$ cat config.mk
export PLATFORM = sky130hd
export DESIGN_NAME = core_sequencer_flat
export DESIGN_NICKNAME = d
export VERILOG_FILES = /design/src/rtl/ant_pkg.sv /design/src/rtl/core_sequencer_if.sv /design/src/rtl/wait_timer.sv /design/src/rtl/core_sequencer.sv /design/src/flat_wrapper.sv
export SDC_FILE = /design/constraint.sdc
export NUM_CORES = 1
export LEC_CHECK = 0
export ABC_AREA = 1
export CORE_MARGIN = 2
export CORE_UTILIZATION = 40
export CTS_BUF_LIST = sky130_fd_sc_hd__clkbuf_4 sky130_fd_sc_hd__clkbuf_8
export DETAILED_ROUTE_END_ITERATION = 10
export PLACE_DENSITY_LB_ADDON = 0.05
export SLEW_MARGIN = 20
export SYNTH_ARGS = -nofsm -noshare
export SYNTH_HDL_FRONTEND = slang
export SYNTH_SLANG_ARGS = --single-unit
export TNS_END_PERCENT = 5
$ cat constraint.sdc
create_clock -name clock -period 1.6 [get_ports clock]
set_clock_uncertainty 0.15 [all_clocks]
set_input_delay 0.32 -clock clock [delete_from_list [all_inputs] [get_ports clock]]
set_output_delay 0.32 -clock clock [all_outputs]
set_load 0.02 [all_outputs]
$ cat src/rtl/ant_pkg.sv
`default_nettype none
// ============================================================================
// Module      : ant_pkg
// Description : Shared definitions for the multi-cycle core sequencer.
//               Holds the RV32 base opcodes, func3 access-width codes, the
//               sequencer state and PC-source enums, and small decode helpers.
// Revision    : 1.0 - initial release
// ============================================================================
package ant_pkg;

    // Major opcodes, instruction[6:0]
    localparam logic [6:0] OP_LUI    = 7'b0110111;
    localparam logic [6:0] OP_AUIPC  = 7'b0010111;
    localparam logic [6:0] OP_JAL    = 7'b1101111;
    localparam logic [6:0] OP_JALR   = 7'b1100111;
    localparam logic [6:0] OP_BRANCH = 7'b1100011;
    localparam logic [6:0] OP_LOAD   = 7'b0000011;
    localparam logic [6:0] OP_STORE  = 7'b0100011;
    localparam logic [6:0] OP_IMM    = 7'b0010011;
    localparam logic [6:0] OP_OP     = 7'b0110011;
    localparam logic [6:0] OP_FENCE  = 7'b0001111;
    localparam logic [6:0] OP_SYSTEM = 7'b1110011;

    // func3 access widths for loads and stores
    localparam logic [2:0] F3_B  = 3'b000;
    localparam logic [2:0] F3_H  = 3'b001;
    localparam logic [2:0] F3_W  = 3'b010;
    localparam logic [2:0] F3_BU = 3'b100;
    localparam logic [2:0] F3_HU = 3'b101;

    typedef enum logic [2:0] {
        S_FETCH   = 3'd0,
        S_DECODE  = 3'd1,
        S_EXECUTE = 3'd2,
        S_MEM     = 3'd3,
        S_WB      = 3'd4,
        S_HALT    = 3'd5
    } seq_state_t;

    typedef enum logic [1:0] {
        PC_PLUS4 = 2'b00,
        PC_IMM   = 2'b01,
        PC_JALR  = 2'b10
    } pc_src_t;

    function automatic logic is_legal_op(input logic [6:0] op);
        case (op)
            OP_LUI, OP_AUIPC, OP_JAL, OP_JALR, OP_BRANCH, OP_LOAD,
            OP_STORE, OP_IMM, OP_OP, OP_FENCE, OP_SYSTEM: return 1'b1;
            default:                                      return 1'b0;
        endcase
    endfunction

    // Instructions that produce a destination-register result
    function automatic logic writes_rd(input logic [6:0] op);
        case (op)
            OP_LUI, OP_AUIPC, OP_JAL, OP_JALR, OP_LOAD, OP_IMM, OP_OP: return 1'b1;
            default:                                                   return 1'b0;
        endcase
    endfunction

    // Natural alignment check for loads and stores; byte accesses never fault
    function automatic logic is_misaligned(input logic [6:0] op,
                                           input logic [2:0] f3,
                                           input logic [1:0] a);
        logic r;
        r = 1'b0;
        if (op == OP_STORE) begin
            case (f3)
                F3_H:    r = a[0];
                F3_W:    r = (a != 2'b00);
                default: r = 1'b0;
            endcase
        end else if (op == OP_LOAD) begin
            case (f3)
                F3_H, F3_HU: r = a[0];
                F3_W:        r = (a != 2'b00);
                F3_B, F3_BU: r = 1'b0;
                default:     r = 1'b0;
            endcase
        end
        return r;
    endfunction

endpackage
`default_nettype wire

$ cat src/rtl/core_sequencer_if.sv
`default_nettype none
// ============================================================================
// Module      : core_sequencer_if
// Description : Control bundle between the sequencer and the datapath /
//               memories. master = sequencer side, slave = datapath side.
//   Inputs to sequencer : opcode, func3, addr_lo, branch_taken,
//                         imem_ready, dmem_ready
//   Outputs             : imem_req, ir_load, dmem_req, dmem_we,
//                         mem_write_enable, reg_write, pc_write, pc_src,
//                         halted, trap, instret
// Revision    : 1.0 - initial release
// ============================================================================
interface core_sequencer_if;
    import ant_pkg::*;

    logic [6:0]  opcode;
    logic [2:0]  func3;
    logic [1:0]  addr_lo;
    logic        branch_taken;
    logic        imem_ready;
    logic        dmem_ready;

    logic        imem_req;
    logic        ir_load;
    logic        dmem_req;
    logic        dmem_we;
    logic [3:0]  mem_write_enable;
    logic        reg_write;
    logic        pc_write;
    pc_src_t     pc_src;
    logic        halted;
    logic        trap;
    logic [31:0] instret;

    modport master (
        input  opcode, func3, addr_lo, branch_taken, imem_ready, dmem_ready,
        output imem_req, ir_load, dmem_req, dmem_we, mem_write_enable,
               reg_write, pc_write, pc_src, halted, trap, instret
    );

    modport slave (
        output opcode, func3, addr_lo, branch_taken, imem_ready, dmem_ready,
        input  imem_req, ir_load, dmem_req, dmem_we, mem_write_enable,
               reg_write, pc_write, pc_src, halted, trap, instret
    );
endinterface
`default_nettype wire

$ cat src/rtl/wait_timer.sv
`default_nettype none
// ============================================================================
// Module      : wait_timer
// Description : Saturating stall counter for memory handshakes.
//   clock, reset : clock and synchronous active-high reset
//   clear        : restart the run of stalled cycles
//   count_en     : current cycle is a stalled (request pending, no ready) cycle
//   expired      : current stalled cycle is the WAIT_LIMIT-th in a row
// Revision    : 1.0 - initial release
// ============================================================================
module wait_timer #(
    parameter int unsigned WAIT_LIMIT = 16
) (
    input  wire logic clock,
    input  wire logic reset,
    input  wire logic clear,
    input  wire logic count_en,
    output logic      expired
);
    localparam int unsigned c_width = (WAIT_LIMIT > 1) ? $clog2(WAIT_LIMIT) : 1;
    localparam logic [c_width-1:0] c_last = c_width'(WAIT_LIMIT - 1);

    // r_count holds the number of stalled cycles already completed, so the
    // cycle that would bring the run to WAIT_LIMIT sees r_count == c_last.
    // A ready in that same cycle deasserts count_en and is therefore a success.
    logic [c_width-1:0] r_count;

    always_ff @(posedge clock) begin
        if (reset || clear) begin
            r_count <= '0;
        end else if (count_en && (r_count != c_last)) begin
            r_count <= r_count + 1'b1;
        end
    end

    assign expired = count_en && (r_count == c_last);
endmodule
`default_nettype wire

$ cat src/rtl/core_sequencer.sv
`default_nettype none
// ============================================================================
// Module      : core_sequencer
// Description : Multi-cycle control FSM: FETCH, DECODE, EXECUTE, MEM, WB,
//               HALT. Issues one-cycle IR/register/PC strobes, held memory
//               requests with byte-lane write strobes, and sticky halt/trap
//               status with a retired-instruction counter.
//   clock, reset : clock and synchronous active-high reset
//   bus          : core_sequencer_if.master control bundle
// Revision    : 1.0 - initial release
// ============================================================================
module core_sequencer
    import ant_pkg::*;
#(
    parameter int unsigned WAIT_LIMIT = 16
) (
    input  wire logic        clock,
    input  wire logic        reset,
    core_sequencer_if.master bus
);

    seq_state_t  r_state;
    logic        r_halted;
    logic        r_trap;
    logic [31:0] r_instret;

    logic        w_imem_req;
    logic        w_ir_load;
    logic        w_dmem_req;
    logic        w_dmem_we;
    logic [3:0]  w_mem_we;
    logic        w_reg_write;
    logic        w_pc_write;
    pc_src_t     w_pc_src;
    logic [3:0]  w_lane_mask;
    logic        w_is_mem_op;
    logic        w_stall;
    logic        w_expired;

    assign w_is_mem_op = (bus.opcode == OP_LOAD) || (bus.opcode == OP_STORE);

    // A stall is a pending request with no ready. Any non-stalled cycle
    // restarts the run, which covers every state change.
    assign w_stall = !reset &&
                     (((r_state == S_FETCH) && !bus.imem_ready) ||
                      ((r_state == S_MEM)   && !bus.dmem_ready));

    wait_timer #(
        .WAIT_LIMIT (WAIT_LIMIT)
    ) u_wait_timer (
        .clock    (clock),
        .reset    (reset),
        .clear    (!w_stall),
        .count_en (w_stall),
        .expired  (w_expired)
    );

    // Byte-lane strobes for stores
    always_comb begin
        w_lane_mask = 4'b0000;
        case (bus.func3)
            F3_B:    w_lane_mask = 4'b0001 << bus.addr_lo;
            F3_H:    w_lane_mask = 4'b0011 << bus.addr_lo;
            F3_W:    w_lane_mask = 4'b1111;
            default: w_lane_mask = 4'b0000;
        endcase
    end

    // Strobes and requests are decoded from the registered state and live
    // inputs; reset forces them all low so nothing fires while it is held.
    always_comb begin
        w_imem_req  = 1'b0;
        w_ir_load   = 1'b0;
        w_dmem_req  = 1'b0;
        w_dmem_we   = 1'b0;
        w_mem_we    = 4'b0000;
        w_reg_write = 1'b0;
        w_pc_write  = 1'b0;
        w_pc_src    = PC_PLUS4;
        if (!reset) begin
            case (r_state)
                S_FETCH: begin
                    w_imem_req = 1'b1;
                    w_ir_load  = bus.imem_ready;
                end
                S_MEM: begin
                    w_dmem_req = 1'b1;
                    if (bus.opcode == OP_STORE) begin
                        w_dmem_we = 1'b1;
                        w_mem_we  = w_lane_mask;
                    end
                end
                S_WB: begin
                    w_pc_write  = 1'b1;
                    w_reg_write = writes_rd(bus.opcode);
                    if ((bus.opcode == OP_JAL) ||
                        ((bus.opcode == OP_BRANCH) && bus.branch_taken)) begin
                        w_pc_src = PC_IMM;
                    end else if (bus.opcode == OP_JALR) begin
                        w_pc_src = PC_JALR;
                    end
                end
                default: ;
            endcase
        end
    end

    always_ff @(posedge clock) begin
        if (reset) begin
            r_state   <= S_FETCH;
            r_halted  <= 1'b0;
            r_trap    <= 1'b0;
            r_instret <= 32'd0;
        end else begin
            case (r_state)
                S_FETCH: begin
                    if (bus.imem_ready) begin
                        r_state <= S_DECODE;
                    end else if (w_expired) begin
                        r_trap  <= 1'b1;
                        r_state <= S_HALT;
                    end
                end
                S_DECODE: begin
                    if (!is_legal_op(bus.opcode)) begin
                        r_trap  <= 1'b1;
                        r_state <= S_HALT;
                    end else if (bus.opcode == OP_SYSTEM) begin
                        r_halted <= 1'b1;
                        r_state  <= S_HALT;
                    end else begin
                        r_state <= S_EXECUTE;
                    end
                end
                S_EXECUTE: begin
                    // Alignment is resolved here so a faulting access never
                    // raises dmem_req.
                    if (w_is_mem_op) begin
                        if (is_misaligned(bus.opcode, bus.func3, bus.addr_lo)) begin
                            r_trap  <= 1'b1;
                            r_state <= S_HALT;
                        end else begin
                            r_state <= S_MEM;
                        end
                    end else begin
                        r_state <= S_WB;
                    end
                end
                S_MEM: begin
                    if (bus.dmem_ready) begin
                        r_state <= S_WB;
                    end else if (w_expired) begin
                        r_trap  <= 1'b1;
                        r_state <= S_HALT;
                    end
                end
                S_WB: begin
                    r_instret <= r_instret + 32'd1;
                    r_state   <= S_FETCH;
                end
                S_HALT: begin
                    r_state <= S_HALT;
                end
                default: begin
                    r_trap  <= 1'b1;
                    r_state <= S_HALT;
                end
            endcase
        end
    end

    assign bus.imem_req         = w_imem_req;
    assign bus.ir_load          = w_ir_load;
    assign bus.dmem_req         = w_dmem_req;
    assign bus.dmem_we          = w_dmem_we;
    assign bus.mem_write_enable = w_mem_we;
    assign bus.reg_write        = w_reg_write;
    assign bus.pc_write         = w_pc_write;
    assign bus.pc_src           = w_pc_src;
    assign bus.halted           = r_halted;
    assign bus.trap             = r_trap;
    assign bus.instret          = r_instret;

endmodule
`default_nettype wire

$ cat src/flat_wrapper.sv
// flat-port wrapper written by rule: the top's interface ports become plain ports
module core_sequencer_flat import ant_pkg::*;
#(
    parameter int unsigned WAIT_LIMIT = 16
)
  (clock, reset, bus_opcode, bus_func3, bus_addr_lo, bus_branch_taken, bus_imem_ready, bus_dmem_ready, bus_imem_req, bus_ir_load, bus_dmem_req, bus_dmem_we, bus_mem_write_enable, bus_reg_write, bus_pc_write, bus_pc_src, bus_halted, bus_trap, bus_instret);
  core_sequencer_if bus_i ();
  input  wire logic clock;
  input  wire logic reset;
  input wire logic [$bits(bus_i.opcode)-1:0] bus_opcode;
  input wire logic [$bits(bus_i.func3)-1:0] bus_func3;
  input wire logic [$bits(bus_i.addr_lo)-1:0] bus_addr_lo;
  input wire logic [$bits(bus_i.branch_taken)-1:0] bus_branch_taken;
  input wire logic [$bits(bus_i.imem_ready)-1:0] bus_imem_ready;
  input wire logic [$bits(bus_i.dmem_ready)-1:0] bus_dmem_ready;
  output wire logic [$bits(bus_i.imem_req)-1:0] bus_imem_req;
  output wire logic [$bits(bus_i.ir_load)-1:0] bus_ir_load;
  output wire logic [$bits(bus_i.dmem_req)-1:0] bus_dmem_req;
  output wire logic [$bits(bus_i.dmem_we)-1:0] bus_dmem_we;
  output wire logic [$bits(bus_i.mem_write_enable)-1:0] bus_mem_write_enable;
  output wire logic [$bits(bus_i.reg_write)-1:0] bus_reg_write;
  output wire logic [$bits(bus_i.pc_write)-1:0] bus_pc_write;
  output wire logic [$bits(bus_i.pc_src)-1:0] bus_pc_src;
  output wire logic [$bits(bus_i.halted)-1:0] bus_halted;
  output wire logic [$bits(bus_i.trap)-1:0] bus_trap;
  output wire logic [$bits(bus_i.instret)-1:0] bus_instret;
  assign bus_i.opcode = bus_opcode;
  assign bus_i.func3 = bus_func3;
  assign bus_i.addr_lo = bus_addr_lo;
  assign bus_i.branch_taken = bus_branch_taken;
  assign bus_i.imem_ready = bus_imem_ready;
  assign bus_i.dmem_ready = bus_dmem_ready;
  assign bus_imem_req = bus_i.imem_req;
  assign bus_ir_load = bus_i.ir_load;
  assign bus_dmem_req = bus_i.dmem_req;
  assign bus_dmem_we = bus_i.dmem_we;
  assign bus_mem_write_enable = bus_i.mem_write_enable;
  assign bus_reg_write = bus_i.reg_write;
  assign bus_pc_write = bus_i.pc_write;
  assign bus_pc_src = bus_i.pc_src;
  assign bus_halted = bus_i.halted;
  assign bus_trap = bus_i.trap;
  assign bus_instret = bus_i.instret;
  core_sequencer #(.WAIT_LIMIT(WAIT_LIMIT)) u_core (.clock(clock), .reset(reset), .bus(bus_i));
endmodule
* Word level (Yosys, flattened, before mapping)
Index checks and enable logic that the tools add are counted.
** Operators by class
- Add/sub/neg operators :: 2
- Mux-type cells :: 47
- Shift operators :: 2
- Reductions and logical operators :: 23
- Bitwise operators :: 1
- Equal/unequal tests :: 26
** Operators by type and width (number)
- $add A32 B1 Y32 const B :: 1
- $eq A7 B7 Y1 const B :: 4
- $mux W1 :: 28
- $eq A7 B6 Y1 const B :: 3
- $mux W3 :: 7
- $pmux W3 S5 :: 1
- $eq A7 B5 Y1 const B :: 2
- $mux W4 :: 3
- $pmux W4 S3 :: 1
- $reduce_or A11 Y1 :: 1
- $eq A3 B2 Y1 const B :: 3
- $eq A3 B3 Y1 const B :: 3
- $mux W2 :: 4
- $eq A7 B2 Y1 const B :: 1
- $eq A7 B4 Y1 const B :: 1
- $reduce_or A7 Y1 :: 1
- $eq A3 B1 Y1 const B :: 2
- $logic_and A1 B1 Y1 :: 6
- $logic_not A3 Y1 :: 2
- $ne A2 B2 Y1 const B :: 3
- $reduce_and A6 Y1 :: 1
- $pmux W1 S5 :: 1
- $add A4 B1 Y4 const B :: 1
- $eq A4 B4 Y1 const B :: 1
- 11 further kinds :: 20
** Storage, ports and cells
- Output and inout port bits :: 46
- Register bits :: 41

* Logic depth before layout (Yosys ltp)
Gate-level depths: netlist of the first run.
- Word-level depth :: 11
- Mapped depth :: 11
- Depth with buffers taken out :: 11

* Cells and area by module
A second synthesis of the first run with hierarchy kept.
** Second synthesis, totals
- Cells, all modules :: 431
- Area, all modules :: 2700.1 µm²
** By module, submodules not included
- core_sequencer :: area an instance 2491.1 µm², cells an instance 400, instances 1
- wait_timer :: area an instance 209.0 µm², cells an instance 31, instances 1

* Least setup slack after synthesis of the first run
Ideal clock, no wire load.
- Kind :: register to output
- From :: reg u_core.r_state[1]
- To :: out bus_mem_write_enable[2]
- Path slack :: -681 ps
- Arrival :: 1811 ps
- Path buffers :: 0
- Required time :: 1130 ps
- Stages on the path, launching flop included :: 7
- Cells stage by stage :: dfxtp_1 nand2_1 nor2_1 inv_1 nor2_1 nand3_1 a211oi_1
** Between the ends
- Longest elaborated chain between the ends :: 3
** Ends and longest elaborated chain
- start, declared :: RTL line core_sequencer.sv:22 : seq_state_t r_state;
- start signal, assigned :: RTL line core_sequencer.sv:110 : r_state <= S_FETCH;
- start signal, assigned :: RTL line core_sequencer.sv:118 : r_state <= S_DECODE;
- start signal, assigned :: RTL line core_sequencer.sv:121 : r_state <= S_HALT;
- $eq A3 B2 Y1 :: RTL line core_sequencer.sv:81 : case (r_state)
- $mux W4 :: RTL line core_sequencer.sv:81
- $mux W4 :: RTL line core_sequencer.sv:80 : if (!reset) begin
- end, declared :: RTL line flat_wrapper.sv:20 : output wire logic [$bits(bus_i.mem_write_enable)-1:0] bus_mem_write_enable;
Every way passes these cells.

* Worst setup path after layout of the first run
Ends and elaborated chain as after synthesis.

==> metrics.txt, run 1 <==
share of layout cells above drive strength 1=0.363; final WL=7.76 mm; final hold violations=0; Synth top cells by count=nand2_1, nor2_1, inv_1; area of the multi-input gates=about 1800 um^2; gr usage total=0.210; crit-path cells=nand2_4, nor2_4, inv_2, nor2_4, nand3_4, a211oi_4, buf_6; Clock Path Buffers=2; largest fanout on the critical path=5; most numerous cell in the Yosys netlist=nand2_1; 1st-iter DRT viols=about 130; Psw=~710 uW; Crit Path Class=reg -> out; Syn-to-layout area delta=69.8%; final setup violation count=39; top cells by area, synth=dfxtp_1, nand2_1, nor2_1; Final nets=about 600; sum of buffers and inverters on the critical path=2; Mapped Area=2570 um^2; Post-synth EDFFs=0; Synth top area share=0.319; Slew Limit Headroom=0.793; number of global-route vias before repair=between 2000 and 3000; fin crit period=a little under 2000 ps; DR WL/cell=11.9 um; clock power share=0.338; Setup crit start kind=flop; root buf cell=clkbuf_8; Pwr Total=between 2 and 3 mW; Die Span Y=approximately 84 um; Syn Area/Cell=6.13 um^2; Initial Utilization=0.409; setup tns final=-7130 ps; I/O Buffers=62; vias per inst=roughly 4.8; worst-skew pair later-pin latency=around 290 ps; worst vdd ir=between 0.4 and 0.5 mV; Sequential Power Share=0.427; first-pass GRT wire length=roughly 13 mm; Ys Warns=0; count of cell types in the netlist=29; Fillers=roughly 600; CTS sink cnt=41; core area=roughly 6300 um^2; Storage cell area=approximately 840 um^2; antenna viol nets, final=0; violations in the final reports=negative setup slack; Max Slew Vio Count=0; Syn Nets=between 400 and 500; Synth async-reset ratio=0; CTS tree=yes; worst slack at placement=-1020 ps; grt ovf=0; synthesized flop and latch total=41; DRC viols=0; initial antenna violation count=0; die area=7080 um^2; CTS buffer count=5; register area share after synthesis=0.319; DRT Pass-1 Iters=7; num ports=between 60 and 70; CP arrival=between 1000 and 1500 ps; biggest area consumer among synthesized cells=dfxtp_1; MaxCap Viol Count=0; most common flop cell mapped by yosys=dfxtp_1; Tightest Pin Transition=between 300 and 400 ps; Final GP Congestion=approximately 0.86; crit-path leading delay family=simple AND/OR/NAND/NOR gates; H-tree levels=2; Comb pwr share=0.235; FMAX=a little over 0.5 GHz; Detailed Place HPWL=approximately 5.8 mm; vias=~3200; Min Hold Slack=about 300 ps; final worst setup slack=-326 ps; Period Utilization, post-route=1.20; CTS clk-pin slew, worst paths=~80 ps; slowest stage cell, crit path=dfxtp_4; Crit path top cell by count=nor2_4; max incr delay on CP=between 300 and 400 ps; RSZ-0062 raised after global routing=true; pwr/cell area=579 nW/um^2; Sw Share=0.282; worst hold path type=in -> reg; synthesized instance count=419; Critical Path End Type=output pin; die width=approximately 84 um; Cell Int Power=1.81 mW; largest net degree at the start of global routing=22; std cell rows=29; LEAKAGE=about 2 nW; status=finished, violations left; ant diodes=0; CP Data Required Time=between 1000 and 1500 ps
==> worst paths after layout <==
| path | to | start | slack [ps] | depth (start not counted) |
|---|---|---|---|---|
| min reg2reg | u_core.bus.trap | u_core.bus.trap | 310 | 2 |
| min | u_core.bus.trap | reset | 300 | 3 |
| max reg2reg | u_core.bus.instret[29] | u_core.r_state[1] | -330 | 10 |
| max | bus_mem_write_enable[2] | u_core.r_state[1] | -330 | 7 |
==> power by group through the flow <==
stage | Clock (mW) | Sequential [mW] | Combinational [mW]
floorplan | 0 | 1.12 | 0.245
global placement | 0 | 1.10 | 0.534
detailed placement | 0 | 1.10 | 0.539
CTS | 0.882 | 1.08 | 0.549
global route | 0.914 | 1.08 | 0.645
finish | 0.855 | 1.08 | 0.593
==> per-stage QoR <==
stage,cells,utilization,instance area (um^2)
after floorplan,419,-,2690
after global placement,634,0.635,3990
after detailed placement,634,0.635,3990
after CTS,648,0.666,4180
after global routing,652,0.695,4360
final,652,0.695,4360
==> sequential cells by signal (all words and copies together) (netlist names) <==
register and cells:
u_core.bus.trap 1, u_core.bus.instret 32, u_core.r_state 3, u_core.bus.halted 1, u_core.u_wait_timer.r_count 4
==> placed cells by master, fill, tap and decap left out, types with 4 or more instances in the layout <==
| cell type | instances |
|---|---|
| nor3_1 | 17 |
| buf_6 | 12 |
| nor2_4 | 14 |
| inv_1 | 54 |
| dfxtp_2 | 8 |
| a21oi_1 | 20 |
| nand4_1 | 6 |
| nand2_1 | 100 |
| nand2_2 | 9 |
| clkbuf_8 | 5 |
| dlygate4sd2_1 | 37 |
| a21oi_2 | 7 |
| nor3_2 | 10 |
| nor2_2 | 8 |
| o21ai_0 | 6 |
| nand3_1 | 17 |
| nand3_2 | 6 |
| dfxtp_1 | 30 |
| buf_4 | 94 |
| nor2_1 | 50 |
| inv_2 | 5 |
| o21ai_1 | 13 |
| clkdlybuf4s50_1 | 4 |
==> logic make-up (layout without fill, tap and decap cells) <==
kind of cell,after synthesis,count (layout),synth area share
AO/OA/AOI/OAI,58,58,0.120
AND/OR/NAND/NOR,250,250,0.445
buffers and inverters,65,221,0.0959
flip-flops,41,41,0.319
adder cells (fa/ha/maj),2,2,0.00974
XOR/XNOR,3,3,0.0102
==> timing repair <==
item	CTS	global route
gates resized for setup	149	48
pin swaps	13	17
hold buffers	0	0
endpoints found under the setup margin	82	53
buffers inserted	6	4
==> final cells by class <==
type	count	share of cell area
well taps	77	0.0221
multi-input cells	313	0.418
inverters	60	0.0522
repair buffers	153	0.289
flip-flops and latches	41	0.193
clock inverters	2	0.00803
clock buffers	6	0.0175
==> worst reg2reg max path, stage by stage (launching register included) <==
cell and delay [ps]:
dfxtp_4 360, buf_6 130, nor2_4 120, nand2_4 80, buf_12 140, nor2_4 160, nand4_4 150, nor2_4 190
nand2_1 100, nor3_1 160, nor2_1 70
==> routing by layer <==
layer | track usage | up-vias | share of wire
met2 | 0.336 | 85 | 0.46
met1 | 0.292 | 1411 | 0.47
met4 | 0.0411 | 0 | 0.0098
met5 | 0 | - | 0
li1 | - | 1652 | -
met3 | 0.0472 | 6 | 0.062
Note: power is estimated with default switching activity, not from simulation.
==> run 2: changes to the inputs <==
--- a/config.mk
+++ b/config.mk
@@ -11,7 +11,6 @@
 export CTS_BUF_LIST = sky130_fd_sc_hd__clkbuf_4 sky130_fd_sc_hd__clkbuf_8
 export DETAILED_ROUTE_END_ITERATION = 10
 export PLACE_DENSITY_LB_ADDON = 0.05
-export SLEW_MARGIN = 20
 export SYNTH_ARGS = -nofsm -noshare
 export SYNTH_HDL_FRONTEND = slang
 export SYNTH_SLANG_ARGS = --single-unit
==> results of run 2 <==
The final DEF is identical to that of run 1; final timing and power are the same.
==> run 3: changes to the inputs <==
--- a/config.mk
+++ b/config.mk
@@ -11,6 +11,7 @@
 export CTS_BUF_LIST = sky130_fd_sc_hd__clkbuf_4 sky130_fd_sc_hd__clkbuf_8
 export DETAILED_ROUTE_END_ITERATION = 10
 export PLACE_DENSITY_LB_ADDON = 0.05
+export SLEW_MARGIN = 10
 export SYNTH_ARGS = -nofsm -noshare
 export SYNTH_HDL_FRONTEND = slang
 export SYNTH_SLANG_ARGS = --single-unit
==> constraint.sdc (replaced) <==
create_clock -name clock -period 2.2 [get_ports clock]
set_clock_uncertainty 0.15 [all_clocks]
set_input_delay 0.44 -clock clock [delete_from_list [all_inputs] [get_ports clock]]
set_output_delay 0.44 -clock clock [all_outputs]
set_load 0.02 [all_outputs]
==> run 3 against run 2 <==
Compared with the run above: combinational power fell by 40%; power fell by 35%; final area fell by 14%; cell count fell by 8.3%; critical path depth did not move; the flow now finishes without violations; core utilization fell by 10 points; first-iteration DRC count rose by 13%; non-clock buffer count fell by 53; register-to-register slack improved by 580 ps; sequential power fell by 28%; via count fell by 9.2%; clock power fell by 39%.
==> metrics.txt, run 3 (synthesis gave the netlist of run 1 again) <==
Period Utilization, post-route=0.950; Max Slew Vio Count=0 (unchanged); Initial Utilization=0.409 (unchanged); Final nets=540 (was 593); H-tree levels=2 (unchanged); slowest stage cell, crit path=dfxtp_1 (was dfxtp_4); CTS buffer count=5 (unchanged); Fillers=605 (was 598); CP arrival=1500 ps (was 1460 ps); CTS clk-pin slew, worst paths=80 ps (about the same); worst-skew pair later-pin latency=300 ps (was 290 ps); fin crit period=between 2000 and 2500 ps; Area after DPL=3560 um^2 (was 3990 um^2); worst vdd ir=0.275 mV (was 0.455 mV); die width=84.2 um (unchanged); register-to-register setup slack=250 ps (was -330 ps); M3 GR Usage=0.0433 (was 0.0472); sum of buffers and inverters on the critical path=2 (unchanged); Slew Limit Headroom=0.713 (was 0.793); worst hold path type=reg -> reg (was in -> reg); share of layout cells above drive strength 1=0.182 (was 0.363); core area=6280 um^2 (unchanged); DRC viols=0 (unchanged); # hold bufs at CTS=0 (unchanged); Detailed Place HPWL=5.22 mm (was 5.75 mm); final std cells w/o fill=598 (was 652); Reg-to-Reg Start=u_core.bus.instret[0] (was u_core.r_state[1]); I/O Buffers=62 (unchanged); GR peak layer=met1 (was met2); CP Data Required Time=1610 ps (was 1130 ps); Final GP Congestion=0.863 (was 0.861); vias per inst=4.79 (was 4.84); crit-path cells=nand2_1, nor2_2, inv_1, nor2_4, nand3_4, a211oi_2, buf_4 (was nand2_4, nor2_4, inv_2, nor2_4, nand3_4, a211oi_4, buf_6); DRT Pass-1 Iters=5 (was 7); crit-path leading delay family=simple AND/OR/NAND/NOR gates (unchanged); antenna viol nets, final=0 (unchanged); CTS sink cnt=41 (unchanged); first-pass GRT wire length=11.3 mm (was 12.5 mm); worst slack at placement=-636 ps (was -1020 ps); ant diodes=0 (unchanged); Clock Path Buffers=2 (unchanged); max FFs per register=32 (unchanged); die area=7080 um^2 (unchanged); CTS tree=yes (unchanged); R2R depth=11 (was 10); cell count of the worst hold path=2 (was 3); post-route cell area=3740 um^2 (was 4360 um^2); Cell Count Post-Placement=591 (was 634); DR WL/cell=11.3 um (was 11.9 um); final hold violations=0 (unchanged); Critical Path End Type=output pin (unchanged); grt ovf=0 (unchanged); MaxCap Viol Count=0 (unchanged); LEAKAGE=1.58 nW (was 2.00 nW); Setup crit start kind=flop (unchanged); reg2reg end=u_core.bus.instret[22] (was u_core.bus.instret[29]); largest fanout on the critical path=5 (unchanged); Hold Path End=u_core.bus.trap (unchanged); HP Start=u_core.bus.trap (was reset); initial antenna violation count=0 (unchanged); std cell rows=29 (unchanged); final worst setup slack=110 ps (was -326 ps); pwr/cell area=442 nW/um^2 (was 579 nW/um^2); num ports=63 (unchanged); met1 usage=0.286 (was 0.292); max incr delay on CP=340 ps (was 370 ps); number of global-route vias before repair=2535 (was 2821); Post-CTS Setup Bufs=0 (was 6); setup tns final=0 ps (was -7130 ps); final setup violation count=0 (was 39); largest net degree at the start of global routing=22 (unchanged); met2 Track Usage GR=0.282 (was 0.336); final WL=6.75 mm (was 7.76 mm); Tightest Pin Transition=427 ps (was 308 ps); Syn-to-layout area delta=45.4% (was 69.8%); root buf cell=clkbuf_8 (unchanged); vias=2865 (was 3154); most common cell after layout, fill and taps aside=nand2_1 (unchanged); FMAX=about 0.48 GHz; Crit Path Class=reg -> out (unchanged); 1st-iter DRT viols=152 (was 134); Die Span Y=84.2 um (unchanged); most frequent cells in the layout=nand2_1, inv_1, nor2_1 (was nand2_1, buf_4, inv_1); RSZ-0062 raised after global routing=true (unchanged); status=finished, final reports clean (was finished, violations left); gr usage total=0.193 (was 0.210)
-- run 3: worst reg2reg max path, delay by kind of cell, from the launching register on --
family,cells,cell delay (ps)
flip-flops,1,420
AND/OR/NAND/NOR,10,1120
adder cells (fa/ha/maj),1,230
-- run 3: power by group --
group          switching (mW)  internal, mW  total [mW]  leakage (nW)
logic                   0.191         0.163       0.354          1.21
registers              0.0171         0.763       0.780         0.331
clock network           0.270         0.248       0.518        0.0433
-- run 3: how the worst max path moves through the flow --
stage	slack [ps]	depth (start not counted)	endpoint	startpoint
final	110	7	bus_mem_write_enable[2]	u_core.r_state[0]
after global routing	-20	7	bus_mem_write_enable[2]	u_core.r_state[0]
after CTS	-160	7	bus_mem_write_enable[2]	bus_func3[2]
after detailed placement	-640	7	bus_mem_write_enable[2]	bus_opcode[3]
after global placement	-620	7	bus_mem_write_enable[2]	bus_opcode[3]
after floorplan	-30	6	bus_mem_write_enable[2]	u_core.r_state[1]
-- run 3: area by class of cell --
class | instances | area [um^2] | area share
Clock buffer | 6 | 82.6 | 0.0221
Clock inverter | 1 | 7.51 | 0.00201
Inverter | 60 | 225 | 0.0603
Multi-Input combinational cell | 313 | 1590 | 0.425
Sequential cell | 41 | 821 | 0.220
Tap cell | 77 | 96.3 | 0.0258
Timing Repair Buffer | 100 | 917 | 0.245
-- run 3: layer usage --
layer  vias to the layer above  part of all wire
met5                         -                 0
li1                       1546                 -
met4                         0            0.0082
met2                        63              0.41
met3                         6             0.045
met1                      1250              0.53
-- run 3: timing repair --
item / 4_1_cts / 5_1_grt
pin swaps: 2 / 5
gates resized for setup: 60 / 30
setup endpoints to repair: 12 / 9
-- run 3: stage by stage --
| step | util | power, mW | hold slack (ps) |
|---|---|---|---|
| 3_3_place_gp | 0.566 | 1.14 | 289 |
| 3_5_place_dp | 0.566 | 1.14 | 293 |
| 2_1_floorplan | - | 0.978 | 311 |
| 4_1_cts | 0.583 | 1.66 | 307 |
| 5_1_grt | 0.595 | 1.74 | 337 |
| 6_report | 0.595 | 1.65 | 302 |
